`config.mk`:
```
export PLATFORM = sky130hd
export DESIGN_NAME = vc_dest_arbiter
export DESIGN_NICKNAME = d
export VERILOG_FILES = /design/src/rtl/vc_dest_arbiter.sv
export SDC_FILE = /design/constraint.sdc
export NUM_CORES = 1
export LEC_CHECK = 0
export ABC_AREA = 1
export CAP_MARGIN = 20
export CORE_UTILIZATION = 40
export DETAILED_ROUTE_END_ITERATION = 10
export DONT_BUFFER_PORTS = 1
export REMOVE_ABC_BUFFERS = 1
export SLEW_MARGIN = 20
export SYNTH_ARGS = -nofsm -noshare
export SYNTH_HDL_FRONTEND = slang
export SYNTH_SLANG_ARGS = --single-unit
```
`constraint.sdc`:
```
create_clock -name clk -period 1.35 [get_ports clk]
set_input_delay 0.27 -clock clk [delete_from_list [all_inputs] [get_ports clk]]
set_output_delay 0.27 -clock clk [all_outputs]
set_load 0.01 [all_outputs]
```
`src/rtl/vc_dest_arbiter.sv`:
```
// ============================================================================
// Module   : vc_dest_arbiter
// Purpose  : Pops words from two virtual-channel FIFOs (VC0 has strict
//            priority over VC1) and pushes each word into destination FIFO
//            D0 or D1, chosen by bit 8 of the word. Pops stop while either
//            destination is almost full, and the block halts for good
//            (until reset) when any FIFO reports an error. A per-destination
//            counter tracks pushed words.
// Ports    : clk, reset (async, active-high)
//            fifo_empty_vc0/1, data_vc0/1   - source FIFO status / read data
//            fifo_pause_d0/1, fifo_error    - destination back-pressure, error
//            pop_vc0/1                      - combinational pop strobes
//            push_d0/1, data_out            - registered push strobes + word
//            cnt_d0/1                       - wrapping push counters
//            idle_out/active_out/error_out  - state decodes
// Revision : 1.0 - initial release
// ============================================================================
`timescale 1ns/1ps
`default_nettype none

module vc_dest_arbiter #(
  parameter int DATA_SIZE = 10,
  parameter int CNT_SIZE  = 8
) (
  input  logic                 clk,
  input  logic                 reset,
  input  logic                 fifo_empty_vc0,
  input  logic                 fifo_empty_vc1,
  input  logic [DATA_SIZE-1:0] data_vc0,
  input  logic [DATA_SIZE-1:0] data_vc1,
  input  logic                 fifo_pause_d0,
  input  logic                 fifo_pause_d1,
  input  logic                 fifo_error,
  output logic                 pop_vc0,
  output logic                 pop_vc1,
  output logic                 push_d0,
  output logic                 push_d1,
  output logic [DATA_SIZE-1:0] data_out,
  output logic [CNT_SIZE-1:0]  cnt_d0,
  output logic [CNT_SIZE-1:0]  cnt_d1,
  output logic                 idle_out,
  output logic                 active_out,
  output logic                 error_out
);

  typedef enum logic [1:0] {
    ST_INIT   = 2'd0,
    ST_IDLE   = 2'd1,
    ST_ACTIVE = 2'd2,
    ST_ERROR  = 2'd3
  } state_t;

  state_t               state_q, state_d;
  logic                 sel_q;      // source of the word in flight: 0 = VC0, 1 = VC1
  logic                 valid_q;    // a pop was issued last cycle
  logic                 push_d0_q, push_d1_q;
  logic [DATA_SIZE-1:0] data_q;
  logic [CNT_SIZE-1:0]  cnt_d0_q, cnt_d1_q;

  logic                 can_pop;
  logic                 any_pop;
  logic [DATA_SIZE-1:0] word;

  // Both pauses gate the pop: the destination is only known once the word
  // has been read, so either destination being full must block.
  assign can_pop = ((state_q == ST_IDLE) || (state_q == ST_ACTIVE)) &&
                   !fifo_pause_d0 && !fifo_pause_d1;
  assign pop_vc0 = can_pop && !fifo_empty_vc0;
  assign pop_vc1 = can_pop && fifo_empty_vc0 && !fifo_empty_vc1;
  assign any_pop = pop_vc0 || pop_vc1;

  // Read data arrives one cycle after the pop, selected by the flight tag.
  assign word = sel_q ? data_vc1 : data_vc0;

  // ------------------------------------------------------------------
  // State register
  // ------------------------------------------------------------------
  always_ff @(posedge clk or posedge reset) begin
    if (reset) begin
      state_q <= ST_INIT;
    end else begin
      state_q <= state_d;
    end
  end

  // ------------------------------------------------------------------
  // Next-state logic
  // ------------------------------------------------------------------
  always_comb begin
    state_d = state_q;
    case (state_q)
      ST_INIT: begin
        state_d = ST_IDLE;
      end
      ST_IDLE: begin
        if (any_pop) begin
          state_d = ST_ACTIVE;
        end
      end
      ST_ACTIVE: begin
        // Drained only when nothing is queued, popping, or still in flight.
        if (fifo_empty_vc0 && fifo_empty_vc1 && !any_pop &&
            !valid_q && !push_d0_q && !push_d1_q) begin
          state_d = ST_IDLE;
        end
      end
      default: begin
        state_d = ST_ERROR;
      end
    endcase
    // An error overrides every other transition; INIT ignores it.
    if (fifo_error && (state_q != ST_INIT)) begin
      state_d = ST_ERROR;
    end
  end

  // ------------------------------------------------------------------
  // Flight and output stages. Words already in flight keep moving in
  // ERROR; only new pops are suppressed (via can_pop).
  // ------------------------------------------------------------------
  always_ff @(posedge clk or posedge reset) begin
    if (reset) begin
      sel_q     <= 1'b0;
      valid_q   <= 1'b0;
      push_d0_q <= 1'b0;
      push_d1_q <= 1'b0;
      data_q    <= '0;
    end else begin
      sel_q   <= pop_vc1;
      valid_q <= any_pop;
      if (valid_q) begin
        data_q    <= word;
        push_d0_q <= !word[8];
        push_d1_q <= word[8];
      end else begin
        push_d0_q <= 1'b0;
        push_d1_q <= 1'b0;
      end
    end
  end

  // ------------------------------------------------------------------
  // Push counters (wrap naturally at 2^CNT_SIZE)
  // ------------------------------------------------------------------
  always_ff @(posedge clk or posedge reset) begin
    if (reset) begin
      cnt_d0_q <= '0;
      cnt_d1_q <= '0;
    end else begin
      if (push_d0_q) begin
        cnt_d0_q <= cnt_d0_q + CNT_SIZE'(1);
      end
      if (push_d1_q) begin
        cnt_d1_q <= cnt_d1_q + CNT_SIZE'(1);
      end
    end
  end

  assign push_d0    = push_d0_q;
  assign push_d1    = push_d1_q;
  assign data_out   = data_q;
  assign cnt_d0     = cnt_d0_q;
  assign cnt_d1     = cnt_d1_q;
  assign idle_out   = (state_q == ST_IDLE);
  assign active_out = (state_q == ST_ACTIVE);
  assign error_out  = (state_q == ST_ERROR);

endmodule

`default_nettype wire

```
==> results.ini, run 1 <==
[outcome]
outcome=finished with violations
failed_checks=setup timing

[cts]
clock_latency_ps=280
h-tree-depth=2
cts-root-buf=clkbuf_8
clkSinkCount=32
numCtsBuffers=5
clockBufferDepth=2
clkTransAtPathRegs_ps=60
cts_tree=yes

[floorplanning]
start_util_pct=42.1
die-area_mm2=0.00416
die_w_um=64.5
rows=22
die_y_um=64.5
core_area_mm2=0.00372
top_level_ports=60

[timing]
max_freq_mhz=635
relSlewSlack_pct=73.0
slew_violations=0
period_needed_ps=1570
setup_violations=4
hold_viol_final=0
fin_skew_ps=3.86
finalSetupTns_ps=-631
fin_crit_sh_pct=117
tightest_slew_ps=405
holdWs_ps=183
rsz0062_at_grt=yes
worst_slack_ps=-225

[detailed_routing]
drt_wl_total_mm=3.29
num_vias=1243
ant_nets=0
drc_errors=0
drt_iter0_drc=37
vias_per_cell=4.99
firstDrtPassIters=4
wl_per_cell_um=13.2

[setup_path]
start_kind=flop
crit_type=flop to output pin
worstPathArrival_ps=1300
crit_required_ps=1080
end_kind=output pin
cp_max_fo=2

[finish]
multi_input_area_um2=721
fillers=369
final_layout_size_suffix_gt1_share_pct=23.4
final_nets=234
syn_to_final_growth_pct=21.6
ff_latch_area_um2=801
antenna_cells=0

[synth]
syn_area_mm2=0.00156
ys_seq_area_share_pct=51.2
postSynthCellCount=179
synth.distinct_cells=20
synth-warning-count=0
avgSynthCellArea_um2=8.74
synth-seq-cells=32

[power_and_ir_drop]
p_leak_nw=0.961
power.total_mw=3.39
irDropWorstVdd_mv=0.747
powerDensity_mw_per_mm2=1780

[placement]
dpl.hpwl_mm=2.37
port-buffer-count=0
place.gp.congestion=0.754

[global_route]
grt.overflow.total=0
grt.total_usage_pct=17.7
grt_first_pass_wirelength_mm=5.58
antenna_found_initial=0
first_global_vias=1253
grt_max_degree=33

[hold_path]
hold_path.class=primary input to flop

[run]
cap_viol_max_count=0

cells in the mapped netlist:
library cell / n / area (um^2)
or2_1: 1 / 6.26
ha_1: 7 / 87.6
or2_2: 1 / 6.26
nand2_2: 1 / 6.26
inv_1: 23 / 86.3
inv_2: 2 / 7.51
nor3b_2: 1 / 12.5
dfrtp_1: 32 / 801
o21ai_0: 20 / 100
o21ai_1: 1 / 5.00
nor2_1: 21 / 78.8
nor2_2: 2 / 12.5
nand3_2: 2 / 20.0
nand2_1: 37 / 139
clkbuf_1: 3 / 11.3
nand3_1: 10 / 50.1
xnor2_1: 2 / 17.5
nor3_4: 1 / 16.3
xor2_1: 10 / 87.6
nand4_1: 2 / 12.5
metal layers:
layer	GRT usage, %	wire length (um)	vias up
met4	5.83	51	0
met1	20.3	1340	605
met5	0	0	-
met3	6.51	190	6
li1	-	-	601
met2	30.4	1710	31
what timing repair did:
action                                 in CTS  in global routing
endpoints found under the hold margin      32                  0
buffers inserted                            3                  1
hold buffers                                1                  0
pin swaps                                   5                  3
setup endpoints to repair                   5                  7
gates resized for setup                    14                  3
final timing paths:
check,startpoint,to,slack (ps),cells past startpoint
max in group asynchronous,reset,cnt_d0[3],530,3
min in group asynchronous,reset,cnt_d1[3],530,3
hold / removal,data_vc1[0],data_out[0],180,2
setup reg to reg,state_q[1],state_q[0],-110,10
hold reg to reg,cnt_d1[7],cnt_d1[7],530,1
setup / recovery,state_q[1],pop_vc1,-220,6
where the power goes:
part	internal [mW]	leakage (nW)	switching, mW
logic	0.497	0.498	0.630
registers	1.22	0.412	0.291
clock network	0.406	0.0510	0.338
total	2.13	0.961	1.26
critical path: stages, from the launching register on:
cell and delay (ps):
dfrtp_1 370, inv_2 70, ha_4 260, inv_2 40, nor2_4 90, nand3_2 100
inv_2 90
state kept, by name (all words and copies together), names as in the netlist:
register	count
push_d1	1
cnt_d0	8
data_out	10
state_q	2
sel_q	1
valid_q	1
push_d0	1
cnt_d1	8
kinds of logic (layout without fill, tap and decap cells):
kind of cell / Yosys count / count (layout) / share of synthesized area (%)
xor+xnor: 12 / 12 / 6.72
buf+inv: 28 / 50 / 6.72
fa+ha+maj: 7 / 7 / 5.60
simple gates: 79 / 79 / 23.0
compound gates: 21 / 21 / 6.72
flops: 32 / 32 / 51.2
final cells by class:
| type | instances | share of cell area [%] |
|---|---|---|
| Tap cell | 48 | 3.16 |
| Sequential cell | 32 | 42.1 |
| Timing Repair Buffer | 17 | 7.04 |
| Inverter | 25 | 4.93 |
| Multi-Input combinational cell | 119 | 37.9 |
| Clock buffer | 6 | 4.34 |
| Clock inverter | 2 | 0.526 |
per-stage QoR:
| stage | instances | utilization, % | setup slack (ps) | area [um^2] |
|---|---|---|---|---|
| 6_report | 249 | 51.2 | -225 | 1900 |
| 5_1_grt | 249 | 51.2 | -271 | 1900 |
| 4_1_cts | 249 | 50.8 | -236 | 1890 |
| 3_5_place_dp | 238 | 46.2 | -66.7 | 1720 |
| 3_3_place_gp | 238 | 46.2 | 39.6 | 1720 |
| 2_1_floorplan | 176 | - | -2.78 | 1550 |
placed cells by master, fill, tap and decap left out, drive strengths merged, types with 2 or more instances in the layout:
cell and count:
nand3 12, nand4 2, clkbuf 6, nand2 38, ha 7, buf 16
o21ai 21, clkinv 2, xnor2 2, xor2 10, dfrtp 32, or2 2
nor2 23, inv 25
Power figures use the tool's default switching activity.
==> inputs of run 2 (changes only) <==
--- a/config.mk
+++ b/config.mk
@@ -11,6 +11,7 @@
 export DETAILED_ROUTE_END_ITERATION = 10
 export DONT_BUFFER_PORTS = 1
 export REMOVE_ABC_BUFFERS = 1
+export SETUP_SLACK_MARGIN = 0.3
 export SLEW_MARGIN = 20
 export SYNTH_ARGS = -nofsm -noshare
 export SYNTH_HDL_FRONTEND = slang
==> results.ini, run 2 (same netlist as run 1, synthesis figures left out) <==
[power_and_ir_drop]
irDropWorstVdd_mv=0.778  ; +4.2%
p_leak_nw=1.11  ; +16%
power.total_mw=3.75  ; +11%
powerDensity_mw_per_mm2=1720  ; -3.4%

[timing]
slew_violations=0  ; unchanged
fin_skew_ps=3.39  ; -0.469 ps
period_needed_ps=1580  ; +8.61 ps
max_freq_mhz=632  ; -0.54%
hold_viol_final=0  ; unchanged
rsz0062_at_grt=yes
setup_violations=7  ; +3
holdWs_ps=162  ; -20.9 ps
fin_crit_sh_pct=117  ; +0.64 points
worst_slack_ps=-233  ; -8.61 ps
relSlewSlack_pct=73.0  ; about the same
tightest_slew_ps=406  ; +0.264 ps

[run]
cap_viol_max_count=0  ; unchanged

[floorplanning]
die-area_mm2=0.00416  ; unchanged
die_y_um=64.5  ; unchanged
start_util_pct=42.1  ; unchanged
die_w_um=64.5  ; unchanged
top_level_ports=60  ; unchanged
core_area_mm2=0.00372  ; unchanged
rows=22  ; unchanged

[placement]
dpl.hpwl_mm=2.37  ; unchanged
port-buffer-count=0  ; unchanged
place_ws_ps=-66.7  ; unchanged
place.gp.congestion=0.754  ; unchanged

[finish]
final_common_cell=nand2_1
final_cell_mix=32 x nand2_1, 23 x dfrtp_1, 19 x nor2_1, 18 x o21ai_0, 17 x buf_4
antenna_cells=0  ; unchanged
syn_to_final_growth_pct=39.4
final_nets=251  ; +7.3%
largest_reg_flops=10  ; unchanged
postLayoutCoreUtil_pct=58.7  ; +7.5 points
final_layout_size_suffix_gt1_share_pct=40.4  ; +17 points

[detailed_routing]
vias_per_cell=4.98  ; -0.14%
drt_iter0_drc=40  ; +8.1%
drc_errors=0  ; unchanged
drt_wl_total_mm=3.64  ; +11%
firstDrtPassIters=4  ; unchanged
ant_nets=0  ; unchanged
wl_per_cell_um=13.7  ; +3.7%
num_vias=1326  ; +6.7%

[global_route]
grt.total_usage_pct=18.3  ; +0.60 points
grt_max_degree=33  ; unchanged
antenna_found_initial=0  ; unchanged
grt_first_pass_wirelength_mm=5.74  ; +3.0%
first_global_vias=1304  ; +4.1%
grt.overflow.total=0  ; unchanged

[outcome]
failed_checks=setup timing
outcome=finished with violations

[setup_path]
start_kind=flop
cp_max_fo=2  ; unchanged
crit_type=flop to output pin
end_kind=output pin
crit_required_ps=1080  ; about the same
worst-r2r-setup-slack_ps=-120  ; about the same
worstPathArrival_ps=1310  ; about the same

[cts]
clkSinkCount=32  ; unchanged
cts_tree=yes
clockBufferDepth=2  ; unchanged
clkTransAtPathRegs_ps=70  ; about the same
h-tree-depth=2  ; unchanged
clock_latency_ps=280  ; about the same
numCtsBuffers=5  ; unchanged
cts-root-buf=clkbuf_8

[hold_path]
hold_path.class=primary input to flop

[run 2: power by group]
group / switching, mW / internal [mW] / total, mW
sequential: 0.313 / 1.23 / 1.54
clock: 0.343 / 0.406 / 0.749
combinational: 0.731 / 0.725 / 1.46
total: 1.39 / 2.36 / 3.75
[run 2: worst paths after layout]
| kind | end | start | cells after the start |
|---|---|---|---|
| worst min-delay path | push_d0 | data_vc0[8] | 3 |
| max in group asynchronous | cnt_d0[3] | reset | 3 |
| worst min register to register | cnt_d1[7] | cnt_d1[7] | 1 |
| worst max-delay path | pop_vc1 | state_q[1] | 6 |
| min in group asynchronous | cnt_d1[3] | reset | 3 |
| worst max register to register | state_q[0] | state_q[1] | 10 |
[run 2: layout make-up]
type	count	area, um^2
sequential	32	812
clock inverter	2	10.0
inverter	25	100
multi-input combinational	119	801
timing repair inverter	1	7.51
fill	339	1540
clock buffer	6	82.6
tap	48	60.1
timing repair buffer	33	307
[run 2: metrics by stage]
stage	instance area, um^2	TNS [ps]	instances
after floorplan	1550	-2.78	176
after global placement	1720	0	238
after detailed placement	1720	-119	238
after CTS	2040	-727	256
after global routing	2180	-1100	266
final	2180	-786	266
[run 2: layer usage]
metal	up-vias	track usage (%)	share of wire (%)	wire [um]
met5	-	0	0	0
met2	44	32.8	54	1960
met3	6	6.34	6.4	233
met1	640	20.2	38	1390
li1	636	-	-	-
met4	0	5.83	1.4	51
[run 2: worst max-delay path: stages, from the launching register on]
cell and delay (ps):
dfrtp_1 370, inv_2 70, ha_4 260, inv_2 40, nor2_4 90, nand3_2 110, inv_2 90
[run 2: what timing repair did]
action                     in CTS  in global routing
hold buffers                    1                  0
gates cloned                    0                  1
hold endpoints to repair       32                  0
resized for setup              48                 17
setup endpoints to repair      35                 38
pin swaps                      14                 13
buffers inserted                9                  9
